==> src/rtl/byte_uart_tx_pkg.sv <==
// byte_uart_tx_pkg: state encoding and frame constants shared by the byte UART transmitter
package byte_uart_tx_pkg;
    typedef enum logic [1:0] {IDLE = 2'd0, START = 2'd1, DATA = 2'd2, STOP = 2'd3} state_t;
    localparam int DEF_CLKS_PER_BIT = 868;
    localparam int FRAME_BITS = 10;
    localparam logic [2:0] LAST_DATA_BIT = 3'(FRAME_BITS - 3);
endpackage

==> src/rtl/byte_fifo.sv <==
// byte_fifo: synchronous byte FIFO; pushes while full and pops while empty are ignored
module byte_fifo #(
    parameter int FIFO_DEPTH = 16,
    localparam int AW = $clog2(FIFO_DEPTH)
) (
    input  logic        clk,
    input  logic        resetn,
    input  logic        push,
    input  logic        pop,
    input  logic [7:0]  din,
    output logic [7:0]  dout,
    output logic        full,
    output logic        empty,
    output logic [AW:0] level
);
    logic [7:0]    r_mem [FIFO_DEPTH];
    logic [AW-1:0] r_wr, r_rd;
    logic [AW:0]   r_cnt;
    logic          w_push, w_pop;

    assign w_push = push && !full;
    assign w_pop  = pop && !empty;
    assign dout   = r_mem[r_rd];
    assign full   = r_cnt == (AW+1)'(FIFO_DEPTH);
    assign empty  = r_cnt == '0;
    assign level  = r_cnt;

    always_ff @(posedge clk or negedge resetn) begin
        if (!resetn) begin
            r_wr  <= '0;
            r_rd  <= '0;
            r_cnt <= '0;
        end else begin
            if (w_push) r_wr <= r_wr + AW'(1);
            if (w_pop) r_rd <= r_rd + AW'(1);
            r_cnt <= r_cnt + (AW+1)'(w_push) - (AW+1)'(w_pop);
        end
    end

    // storage is not reset: stale entries are unreachable once the pointers clear
    always_ff @(posedge clk) begin
        if (w_push) r_mem[r_wr] <= din;
    end
endmodule

==> src/rtl/byte_uart_tx.sv <==
// byte_uart_tx: FIFO-buffered 8N1 UART transmitter fed by single-cycle byte strobes
module byte_uart_tx import byte_uart_tx_pkg::*; #(
    parameter int CLKS_PER_BIT = DEF_CLKS_PER_BIT,
    parameter int FIFO_DEPTH = 16,
    localparam int AW = $clog2(FIFO_DEPTH)
) (
    input  logic        clk,
    input  logic        resetn,
    input  logic [7:0]  in_byte,
    input  logic        in_byte_en,
    input  logic        clr_overflow,
    output logic        tx,
    output logic        busy,
    output logic        fifo_full,
    output logic        fifo_empty,
    output logic [AW:0] fifo_level,
    output logic        overflow
);
    localparam int BW = $clog2(CLKS_PER_BIT);

    state_t        r_state, w_state_nx;
    logic [BW-1:0] r_baud, w_baud_nx;
    logic [2:0]    r_bit, w_bit_nx;
    logic [7:0]    r_shift, w_shift_nx, w_head;
    logic          r_tx, w_tx_nx, r_ovf, w_pop, w_bit_end;

    byte_fifo #(.FIFO_DEPTH(FIFO_DEPTH)) u_fifo (
        .clk   (clk),
        .resetn(resetn),
        .push  (in_byte_en),
        .pop   (w_pop),
        .din   (in_byte),
        .dout  (w_head),
        .full  (fifo_full),
        .empty (fifo_empty),
        .level (fifo_level)
    );

    assign w_bit_end = r_baud == BW'(CLKS_PER_BIT - 1);

    always_comb begin
        w_state_nx = r_state;
        w_baud_nx  = w_bit_end ? '0 : r_baud + BW'(1);
        w_bit_nx   = r_bit;
        w_shift_nx = r_shift;
        w_pop      = 1'b0;
        case (r_state)
            IDLE: begin
                w_baud_nx = '0;
                if (!fifo_empty) begin
                    w_pop      = 1'b1;
                    w_shift_nx = w_head;
                    w_state_nx = START;
                end
            end
            START: begin
                if (w_bit_end) begin
                    w_bit_nx   = '0;
                    w_state_nx = DATA;
                end
            end
            DATA: begin
                if (w_bit_end) begin
                    w_shift_nx = r_shift >> 1;
                    w_bit_nx   = r_bit + 3'd1;
                    w_state_nx = (r_bit == LAST_DATA_BIT) ? STOP : DATA;
                end
            end
            STOP: begin
                // chain straight into the next start bit so queued frames leave no gap
                if (w_bit_end) begin
                    w_pop      = !fifo_empty;
                    w_shift_nx = fifo_empty ? r_shift : w_head;
                    w_state_nx = fifo_empty ? IDLE : START;
                end
            end
        endcase
    end

    // line level is registered from the next state so tx changes only on clock edges
    assign w_tx_nx = (w_state_nx == START) ? 1'b0 : (w_state_nx == DATA) ? w_shift_nx[0] : 1'b1;

    always_ff @(posedge clk or negedge resetn) begin
        if (!resetn) begin
            r_state <= IDLE;
            r_baud  <= '0;
            r_bit   <= '0;
            r_shift <= '0;
            r_tx    <= 1'b1;
            r_ovf   <= 1'b0;
        end else begin
            r_state <= w_state_nx;
            r_baud  <= w_baud_nx;
            r_bit   <= w_bit_nx;
            r_shift <= w_shift_nx;
            r_tx    <= w_tx_nx;
            r_ovf   <= (in_byte_en && fifo_full) || (r_ovf && !clr_overflow);
        end
    end

    assign tx       = r_tx;
    assign busy     = r_state != IDLE;
    assign overflow = r_ovf;
endmodule

==> config.mk <==
export PLATFORM = sky130hd
export DESIGN_NAME = byte_uart_tx
export DESIGN_NICKNAME = d
export VERILOG_FILES = /design/src/rtl/byte_uart_tx_pkg.sv /design/src/rtl/byte_fifo.sv /design/src/rtl/byte_uart_tx.sv
export SDC_FILE = /design/constraint.sdc
export NUM_CORES = 1
export LEC_CHECK = 0
export CAP_MARGIN = 20
export CORE_ASPECT_RATIO = 1.4
export CORE_MARGIN = 5
export CORE_UTILIZATION = 61
export DETAILED_ROUTE_END_ITERATION = 8
export PLACE_DENSITY = 0.75
export SYNTH_ARGS = -nofsm -noshare
export SYNTH_HDL_FRONTEND = slang
export SYNTH_HIERARCHICAL = 1
export SYNTH_SLANG_ARGS = --single-unit
==> constraint.sdc <==
create_clock -name clk -period 4.3 [get_ports clk]
set_clock_uncertainty 0.15 [all_clocks]
set_input_delay 0.645 -clock clk [delete_from_list [all_inputs] [get_ports clk]]
set_output_delay 0.645 -clock clk [all_outputs]
set_load 0.05 [all_outputs]
Yosys cells after proc, flatten, opt, wreduce, memory -nomap -nowiden
Memory sizes are Yosys's and may differ from the RTL's.
Index checks and enable logic that the tools add are counted.
{ "classes": {"addsub": 6, "eq_ne": 11, "mux": 23, "n_reduce_logical": 15} }
{ "op_table": {"columns": ["op", "count"], "rows": [
  ["8-bit two-way mux", 3],
  ["8-bit case mux with 3 select lines", 1],
  ["10-bit two-way mux", 2],
  ["10-bit by 1-bit adder with 10-bit output (second input constant)", 1],
  ["10-bit == test (second input constant)", 1],
  ["4-bit by 1-bit adder with 4-bit output (second input constant)", 2],
  ["1-bit two-way mux", 8],
  ["2-bit two-way mux", 4],
  ["2-bit case mux with 4 select lines", 1],
  ["2-bit == test (second input constant)", 3],
  ["3-bit two-way mux", 2],
  ["2-bit inequality test (second input constant)", 3],
  ["3-bit case mux with 2 select lines", 1],
  ["3-bit AND reduction", 2],
  ["5-bit by 1-bit adder with 5-bit output", 1],
  ["5-bit == test (second input constant)", 1],
  ["5-bit zero test", 1],
  ["5-bit by 1-bit subtractor with 5-bit output", 1],
  ["2-bit by 1-bit == test with 1-bit output (second input constant)", 2],
  ["1-bit logical AND", 4],
  ["2-bit nonzero test", 2],
  ["3-bit by 1-bit adder with 3-bit output (second input constant)", 1],
  ["3-bit == test (second input constant)", 1],
  ["1-bit zero test", 3],
  ["other kinds (4)", 4]
]} }
{ "totals": {"reg_bits": 38, "ram_bits": 128, "inputBits": 12, "out_inout_bits": 10, "wordCells": 66, "mem_count": 1} }
{ "memory_table": {"columns": ["memory", "depth", "word_bits", "read_ports", "rd_clocked_by_memory_dff", "write_ports", "line_no", "source"], "rows": [
  ["u_fifo.r_mem", 16, 8, 1, 0, 1, "byte_fifo.sv:16", "logic [7:0] r_mem [FIFO_DEPTH];"]
]} }

Depth between registers and ports, before layout
Gate-level depths: netlist of the first run.
{ "logic_depth": {"word_depth": 7, "depth_mapped": 15, "ltp_nobuf": 13} }

Modules after synthesis
The synthesis of the first run kept the hierarchy.
{ "by_module_without_submodules": {"columns": ["mod", "n_inst", "cells_each", "area_each_um2", "seq_area_each_um2"], "rows": [
  ["byte_fifo", 1, 319, 5863.1, 4169.0],
  ["byte_uart_tx", 1, 132, 1455.1, 626.9]
]} }

Worst setup path before layout of the first run
OpenSTA, ideal clock, no wires.
{ "synth_path": {"path_type": "reg-to-reg", "start": "register u_fifo.r_cnt[3] (netlist: u_fifo/level[3])", "end": "register u_fifo.r_cnt[4] (netlist: u_fifo/level[4])", "setup_ns": 0.123, "arrival_ns": 4.105, "required_time_ns": 4.027, "slack_ns": -0.079, "path_stages_with_launch": 16, "n_path_buf": 2, "synth_period_minus_slack_ns": 4.379, "cell_sequence": "dfrtp_1 > inv_1 > ha_1 > nor4b_2 > buf_1 > nor3_1 > nor2b_1 > clkbuf_1 > ha_1 > inv_1 > ha_1 > fa_1 > a21oi_1 > nor2_1 > nor2_1 > xnor2_1"} }
{ "synth_between": {"elab_chain_cells": 6, "word_cells_on_any_way": 11, "classes_between": "2 x add/sub; 1 x eq/ne; 3 x mux; 5 x reduce/logical"} }
{ "synth_lines": {"columns": ["element", "line_no", "source"], "rows": [
  ["from (decl)", "byte_fifo.sv:18", "logic [AW:0] r_cnt;"],
  ["from (signal assigned)", "byte_fifo.sv:36", "r_cnt <= r_cnt + (AW+1)'(w_push) - (AW+1)'(w_pop);"],
  ["5-bit zero test *", "byte_fifo.sv:25", "assign empty = r_cnt == '0;"],
  ["named net fifo_empty", "byte_uart_tx.sv:15", "output logic fifo_empty,"],
  ["1-bit zero test", "byte_uart_tx.sv:72", "w_pop = !fifo_empty;"],
  ["1-bit two-way mux", "byte_uart_tx.sv:71", "if (w_bit_end) begin"],
  ["1-bit case mux with 2 select lines *", "byte_uart_tx.sv:47", "case (r_state)"],
  ["named net w_pop", "byte_uart_tx.sv:25", "logic r_tx, w_tx_nx, r_ovf, w_pop, w_bit_end;"],
  ["1-bit logical AND *", "byte_fifo.sv:22", "assign w_pop = pop && !empty;"],
  ["named net u_fifo.w_pop", "byte_fifo.sv:19", "logic w_push, w_pop;"],
  ["5-bit by 1-bit subtractor with 5-bit output *", "byte_fifo.sv:36", null]
]} }
Mark *: on every way through the listed nets, which the timed path passes. The rest lies on a longest branch.
A chain may end at the register's enable or synchronous reset.

Worst setup path in the final report of the first run
{ "layout_path": {"start": "register r_baud[0]", "end": "register u_fifo.r_cnt[4] (netlist: u_fifo/level[4])"} }
{ "layout_between": {"elab_chain_cells": 5} }
{ "layout_lines": {"columns": ["element", "line_no", "source"], "rows": [
  ["from (decl)", "byte_uart_tx.sv:22", "logic [BW-1:0] r_baud, w_baud_nx;"],
  ["from (signal assigned)", "byte_uart_tx.sv:93", "r_baud <= w_baud_nx;"],
  ["10-bit == test", "byte_uart_tx.sv:39", "assign w_bit_end = r_baud == BW'(CLKS_PER_BIT - 1);"],
  ["1-bit two-way mux", "byte_uart_tx.sv:71", null],
  ["1-bit case mux with 2 select lines", "byte_uart_tx.sv:47", null],
  ["named net w_pop", "byte_uart_tx.sv:25", null],
  ["1-bit logical AND", "byte_fifo.sv:22", null],
  ["5-bit by 1-bit subtractor with 5-bit output", "byte_fifo.sv:36", null]
]} }
The timed path passes the listed nets, and every way through them passes these cells.

==> results of run 1 <==
-- cells in the final DEF (no fill, tap or decap), types with 3 or more instances in the layout --
master and count:
a21oi_1 4, a221oi_1 7, a221oi_2 9, a22o_1 9
a22oi_1 9, and2_1 10, buf_4 7, clkbuf_16 17
clkdlybuf4s50_1 20, clkinv_4 3, clkinv_8 3, dfrtp_1 36
edfxtp_1 128, ha_1 19, inv_1 19, inv_8 5
mux2i_1 38, mux4_2 16, nand2_1 19, nand3_1 7
nor2_1 20, nor2b_1 3, nor3b_2 3, nor4_1 4
o21ai_0 12, o2bb2ai_1 6, xnor2_1 12, xor2_1 6
-- cell type report --
type	count	area [µm²]	area share
Timing Repair Buffer	29	278	0.0336
Clock buffer	17	425	0.0515
Tap cell	147	184	0.0223
Sequential cell	166	4800	0.581
Inverter	20	75.1	0.00909
Multi-Input combinational cell	245	2290	0.277
Clock inverter	15	208	0.0252
-- kinds of logic (layout without fill, tap and decap cells) --
group           count (synthesis)  after routing  synth area share
xor+xnor                       18             18            0.0215
flops                         166            166             0.655
buf+inv                        40             81            0.0328
simple gates                   83             83            0.0674
compound gates                 67             67            0.0814
fa+ha+maj                      20             20            0.0352
mux                            57             57             0.106
-- worst max-delay path by stage --
stage | from | end | slack (ns) | cells past startpoint
floorplan | u_fifo/level[3]$_DFF_PN0_ | u_fifo/level[4]$_DFF_PN0_ | 0.35 | 15
global placement | in_byte_en | u_fifo/level[4]$_DFF_PN0_ | 1.02 | 11
detailed placement | in_byte_en | u_fifo/level[4]$_DFF_PN0_ | 0.93 | 11
CTS | r_baud[0]$_DFF_PN0_ | u_fifo/level[4]$_DFF_PN0_ | 0.99 | 13
global route | r_baud[0]$_DFF_PN0_ | u_fifo/level[4]$_DFF_PN0_ | 0.75 | 13
finish | r_baud[0]$_DFF_PN0_ | u_fifo/level[4]$_DFF_PN0_ | 1.00 | 13
-- power breakdown --
group	switching (mW)	internal (mW)	leakage [nW]
clock network	0.676	0.893	0.306
registers	0.100	1.91	1.62
logic	0.409	0.241	1.23
total	1.18	3.04	3.16
-- through the flow --
| stage | hold slack, ns | setup slack [ns] | cell area, µm² |
|---|---|---|---|
| 2_1_floorplan | 0.199 | 0.353 | 7330 |
| 3_3_place_gp | 0.319 | 1.02 | 7620 |
| 3_5_place_dp | 0.351 | 0.933 | 7620 |
| 4_1_cts | 0.226 | 0.989 | 8260 |
| 5_1_grt | 0.284 | 0.748 | 8260 |
| 6_report | 0.179 | 1.00 | 8260 |
-- per-layer routing --
metal,track usage,vias to the layer above,share of wire
li1,-,1811,-
met3,0.0381,20,0.041
met5,0,-,0
met1,0.269,2055,0.40
met2,0.363,113,0.54
met4,0.0705,0,0.018
-- registers in the layout (all words and copies together), names as in the netlist --
signal and flops:
tx 1, u_fifo/level 5, u_fifo/r_mem 128, u_fifo/r_rd 4
r_shift 8, u_fifo/r_wr 4, r_baud 10, overflow 1
r_bit 3, r_state 2
-- worst max-delay path: stages, from the launching register on --
cell,delay (ns)
dfrtp_1,0.40
ha_1,0.23
nor3b_2,0.34
a41oi_4,0.23
nor3_1,0.18
nor2b_1,0.39
ha_1,0.20
inv_1,0.04
ha_1,0.19
fa_1,0.41
a21oi_1,0.15
nor2_1,0.05
nor2_1,0.11
xnor2_1,0.14
==> results.py, run 1 <==
metrics = {
    "run_status": {
        "status": "finished clean",
    },
    "timing": {
        "finalMaxSlewViolations": 0,
        "setup_tns_ns": 0,
        "final.min_clock_period_ns": 3.30,
        "finalCritPeriodShare": 0.766,
        "setup_viol": 0,
        "max_clock_freq_mhz": 303,
        "hold_viol_final": 0,
        "max_slew_margin": 0.367,
        "worst_pin_slew_ns": 0.949,
        "rsz0062_at_grt": "no",
    },
    "global_routing": {
        "antenna_found_initial": 0,
        "grt_pass1_wl_um": 22500,
        "grt_max_degree": 39,
        "overflow": 0,
        "grtUsageTotal": 0.212,
        "grt_pass1_vias": 4177,
    },
    "logic_synthesis": {
        "synth_nets": 483,
        "synth.most_common_cell": "edfxtp_1",
        "async_flop_share": 0.229,
        "yosys-top-cells-count": "128 x edfxtp_1, 38 x mux2i_1, 37 x dfrtp_1",
        "ys_seq_elements": 166,
        "synth.distinct_cells": 59,
        "synth_ff_type": "edfxtp_1",
        "syn_inst": 451,
        "synth_area_um2": 7320,
        "synth-seq-area-share": 0.655,
        "synth_top_area_share": 0.525,
        "synth_area_leader_cell": "edfxtp_1",
        "synth.avg_cell_area_um2": 16.2,
        "yosys_warnings": 6,
        "synth-edff-count": 128,
        "ys_top_cells_by_area": "edfxtp_1 53%, dfrtp_1 13%, mux2i_1 5.2%",
    },
    "detailed_routing": {
        "drc": 0,
        "avgRoutedWirePerCell_um": 22.1,
        "drt_first_pass_iters": 4,
        "wirelength_um": 14100,
        "drt_iter0_markers": 259,
        "vias": 3999,
        "drt-vias-per-instance": 6.26,
        "postRouteAntennaNets": 0,
    },
    "cts": {
        "clkTransAtPathRegs_ns": 0.07,
        "postCtsSetupRepairBufs": 0,
        "clock_path_buffers": 2,
        "cts_tree": "built",
        "cts_htree_levels": 4,
        "post_cts_resize_count": 0,
        "postCtsHoldBufs": 0,
        "cts_sinks": 166,
        "numCtsBuffers": 17,
        "clkLatencyLatePin_ns": 0.43,
        "root_buffer": "clkbuf_16",
    },
    "finish": {
        "finalNonFillerCells": 639,
        "nFillCells": 740,
        "finish.utilization": 0.699,
        "fin_nets": 511,
        "antenna_cells": 0,
        "drive_gt1_frac": 0.171,
        "area_growth_pct": 12.8,
    },
    "power": {
        "power_leakage_nw": 3.16,
        "cellPowerDensity_nw_per_um2": 512,
        "power_mw": 4.23,
        "ir_drop_mv": 0.423,
    },
    "floorplanning": {
        "ios": 22,
        "start_util": 0.619,
        "die_w_um": 103,
        "rows": 47,
        "die_h_um": 140,
        "die-area_um2": 14300,
        "design.core.area_um2": 11800,
    },
    "critical_path": {
        "crit_path_end_kind": "flip-flop",
        "r2r_cells": 13,
        "startpoint_type": "flip-flop",
        "regToRegEndpoint": "u_fifo/level[4]$_DFF_PN0_",
        "cp_data_arrival_time_ns": 3.49,
        "worst-setup-path-type": "reg2reg",
        "worstPathRequired_ns": 4.49,
        "ff2ff_setup_slack_ns": 1.00,
        "cp_max_fo": 9,
        "r2r-start": "r_baud[0]$_DFF_PN0_",
    },
    "hold_path": {
        "hp-class": "in2async",
    },
    "placed_design": {
        "dp_hpwl_um": 9560,
        "dpl.cell_count": 607,
        "port-buffer-count": 21,
        "place.gp.congestion": 0.818,
    },
    "flow_run": {
        "drv_cap": 0,
    },
}
Power figures use the tool's default switching activity.
==> inputs of run 2 (changes only) <==
- CORE_UTILIZATION: 61 -> 55
- PLACE_DENSITY: 0.75 -> 0.71
- clock period: 4.3 -> 2.7 ns (I/O delays scaled with it)
==> run 2 against run 1 <==
Against the previous run:
- design area rose by 4.3%
- via count rose by 0.28%
- worst hold slack improved by 0.19 ns
- maximum frequency rose by 25%
- global-route usage fell by 2.5 points
- total power rose by 58%
- first-iteration DRC count fell by 1.9%
- die area rose by 10%
- clock-buffer cell count rose by 3
- highest routed layer unchanged
==> results.py, run 2 (synthesis results as in run 1) <==
metrics = {
    "run_status": {
        "status": "finished clean",
    },
    "floorplanning": {
        "ios": 22,
        "design.core.area_um2": 13200,
        "die_w_um": 107,
        "start_util": 0.554,
        "rows": 50,
        "die-area_um2": 15700,
        "die_h_um": 146,
    },
    "finish": {
        "largest_reg_flops": 128,
        "top_regs": "u_fifo/r_mem x128, r_baud x10, r_shift x8",
        "final-seq-area_um2": 4800,
        "area_growth_pct": 17.7,
        "regMostFlops": "u_fifo/r_mem",
        "antenna_cells": 0,
        "final_common_cell": "edfxtp_1",
        "finalNonFillerCells": 708,
        "multi_input_area_um2": 2370,
        "fin_nets": 545,
        "final_cell_mix": "128 x edfxtp_1, 40 x buf_4, 38 x mux2i_1",
        "drive_gt1_frac": 0.259,
        "nFillCells": 911,
    },
    "power": {
        "cellPowerDensity_nw_per_um2": 777,
        "power_mw": 6.69,
        "power_leakage_nw": 3.30,
        "ir_drop_mv": 0.461,
    },
    "timing": {
        "holdWs_ns": 0.370,
        "max_clock_freq_mhz": 378,
        "hold_viol_final": 0,
        "max_slew_margin": 0.395,
        "setup_viol": 0,
        "final.min_clock_period_ns": 2.64,
        "setup_tns_ns": 0,
        "worst_pin_slew_ns": 0.908,
        "finalMaxSlewViolations": 0,
        "finalCritPeriodShare": 0.979,
        "rsz0062_at_grt": "yes",
    },
    "critical_path": {
        "startpoint_type": "flip-flop",
        "crit_path_end_kind": "flip-flop",
        "max_stage_delay_ns": 0.42,
        "worstPathRequired_ns": 2.88,
        "ff2ff_setup_slack_ns": 0.06,
        "crit_family": "adder cells",
        "cp_num_buf_inv": 2,
        "cp_max_fo": 5,
        "critical-path-slowest-cell": "dfrtp_1",
        "worst-setup-path-type": "reg2reg",
        "path_cells": "inv_1 > ha_1 > a41oi_4 > nor3_2 > nor2b_4 > ha_4 > inv_2 > ha_4 > fa_2 > a21oi_2 > nor2_1 > nor2_1 > xnor2_1",
        "cp_data_arrival_time_ns": 2.82,
    },
    "global_routing": {
        "grt_pass1_vias": 4208,
        "grt_pass1_wl_um": 22300,
        "grtUsageTotal": 0.187,
        "grt_max_degree": 39,
        "overflow": 0,
        "antenna_found_initial": 0,
    },
    "hold_path": {
        "hp-class": "reg2reg",
    },
    "detailed_routing": {
        "vias": 4010,
        "postRouteAntennaNets": 0,
        "drt-vias-per-instance": 5.66,
        "drt_iter0_markers": 254,
        "drt_first_pass_iters": 4,
        "drc": 0,
        "wirelength_um": 13800,
        "avgRoutedWirePerCell_um": 19.5,
    },
    "cts": {
        "cts_tree": "built",
        "clkTransAtPathRegs_ns": 0.06,
        "root_buffer": "clkbuf_16",
        "cts_htree_levels": 4,
        "numCtsBuffers": 17,
        "clock_path_buffers": 2,
        "clkLatencyLatePin_ns": 0.41,
        "cts_sinks": 166,
    },
    "placed_design": {
        "port-buffer-count": 21,
        "dpl.cell_count": 670,
        "place.gp.congestion": 0.789,
        "dp_hpwl_um": 9650,
    },
    "flow_run": {
        "drv_cap": 0,
    },
}
run 2: cell types whose count changed in the layout (fill, tap and decap cells not counted), sizes merged:
cell | before | now
buf | 9 | 44
dlymetal6s2s | 0 | 1
inv | 26 | 25
dlygate4sd3 | 0 | 1
clkinvlp | 1 | 2
clkbuf | 17 | 20
clkdlybuf4s50 | 20 | 17
clkinv | 6 | 3
run 2: per-layer routing:
| metal | GRT usage | routed length (µm) | part of all wire |
|---|---|---|---|
| met5 | 0 | 0 | 0 |
| met4 | 0.0613 | 171 | 0.012 |
| met3 | 0.0363 | 390 | 0.028 |
| met2 | 0.341 | 7880 | 0.57 |
| met1 | 0.219 | 5380 | 0.39 |
run 2: path summary, 6_finish.rpt:
path,cells after the start,start,end
setup / recovery,13,r_state[0]$_DFF_PN0_,u_fifo/level[4]$_DFF_PN0_
hold / removal,1,r_bit[2]$_DFFE_PN0P_,r_bit[2]$_DFFE_PN0P_
setup reg to reg,13,r_state[0]$_DFF_PN0_,u_fifo/level[4]$_DFF_PN0_
hold reg to reg,1,r_bit[2]$_DFFE_PN0P_,r_bit[2]$_DFFE_PN0P_
max in group asynchronous,2,resetn,u_fifo/r_rd[0]$_DFFE_PN0P_
min in group asynchronous,2,resetn,r_shift[3]$_DFFE_PN0P_
run 2: power by group:
part	internal, mW	switching [mW]
Sequential	3.05	0.166
Clock	1.38	0.967
Combinational	0.458	0.676
Total	4.88	1.81
run 2: repair_timing:
| item | 4_1_cts | 5_1_grt |
|---|---|---|
| hold buffers | 1 | 0 |
| hold endpoints to repair | 37 | 0 |
| endpoints found under the setup margin | 1 | 2 |
| resized for setup | 2 | 4 |
| gates cloned | 0 | 0 |
| pin swaps | 2 | 7 |
| buffers inserted | 2 | 3 |
run 2: final cells by class:
| class | instances | share of cell area |
|---|---|---|
| multi-input combinational | 245 | 0.276 |
| timing repair buffer | 63 | 0.0648 |
| clock inverter | 12 | 0.0166 |
| inverter | 20 | 0.00871 |
| clock buffer | 20 | 0.0507 |
| tap | 182 | 0.0264 |
| sequential | 166 | 0.557 |
run 2: per-stage QoR:
stage,utilization,area [µm²],setup slack [ns]
after floorplan,-,7410,-0.802
after global placement,0.604,7970,0.0489
after detailed placement,0.604,7970,-0.0721
after CTS,0.650,8580,0.0268
after global routing,0.653,8620,-0.0778
final,0.653,8620,0.0570
run 2: worst reg2reg max path, delay by kind of cell, from the launching register on:
kind                       cells  cell delay [ns]
adders and majority gates      4             1.04
DFF                            1             0.42
and+or+nand+nor                4             0.36
AOI/OAI and AO/OA              2             0.35
xor gates and xnor gates       1             0.13
buffers and inverters          2             0.12
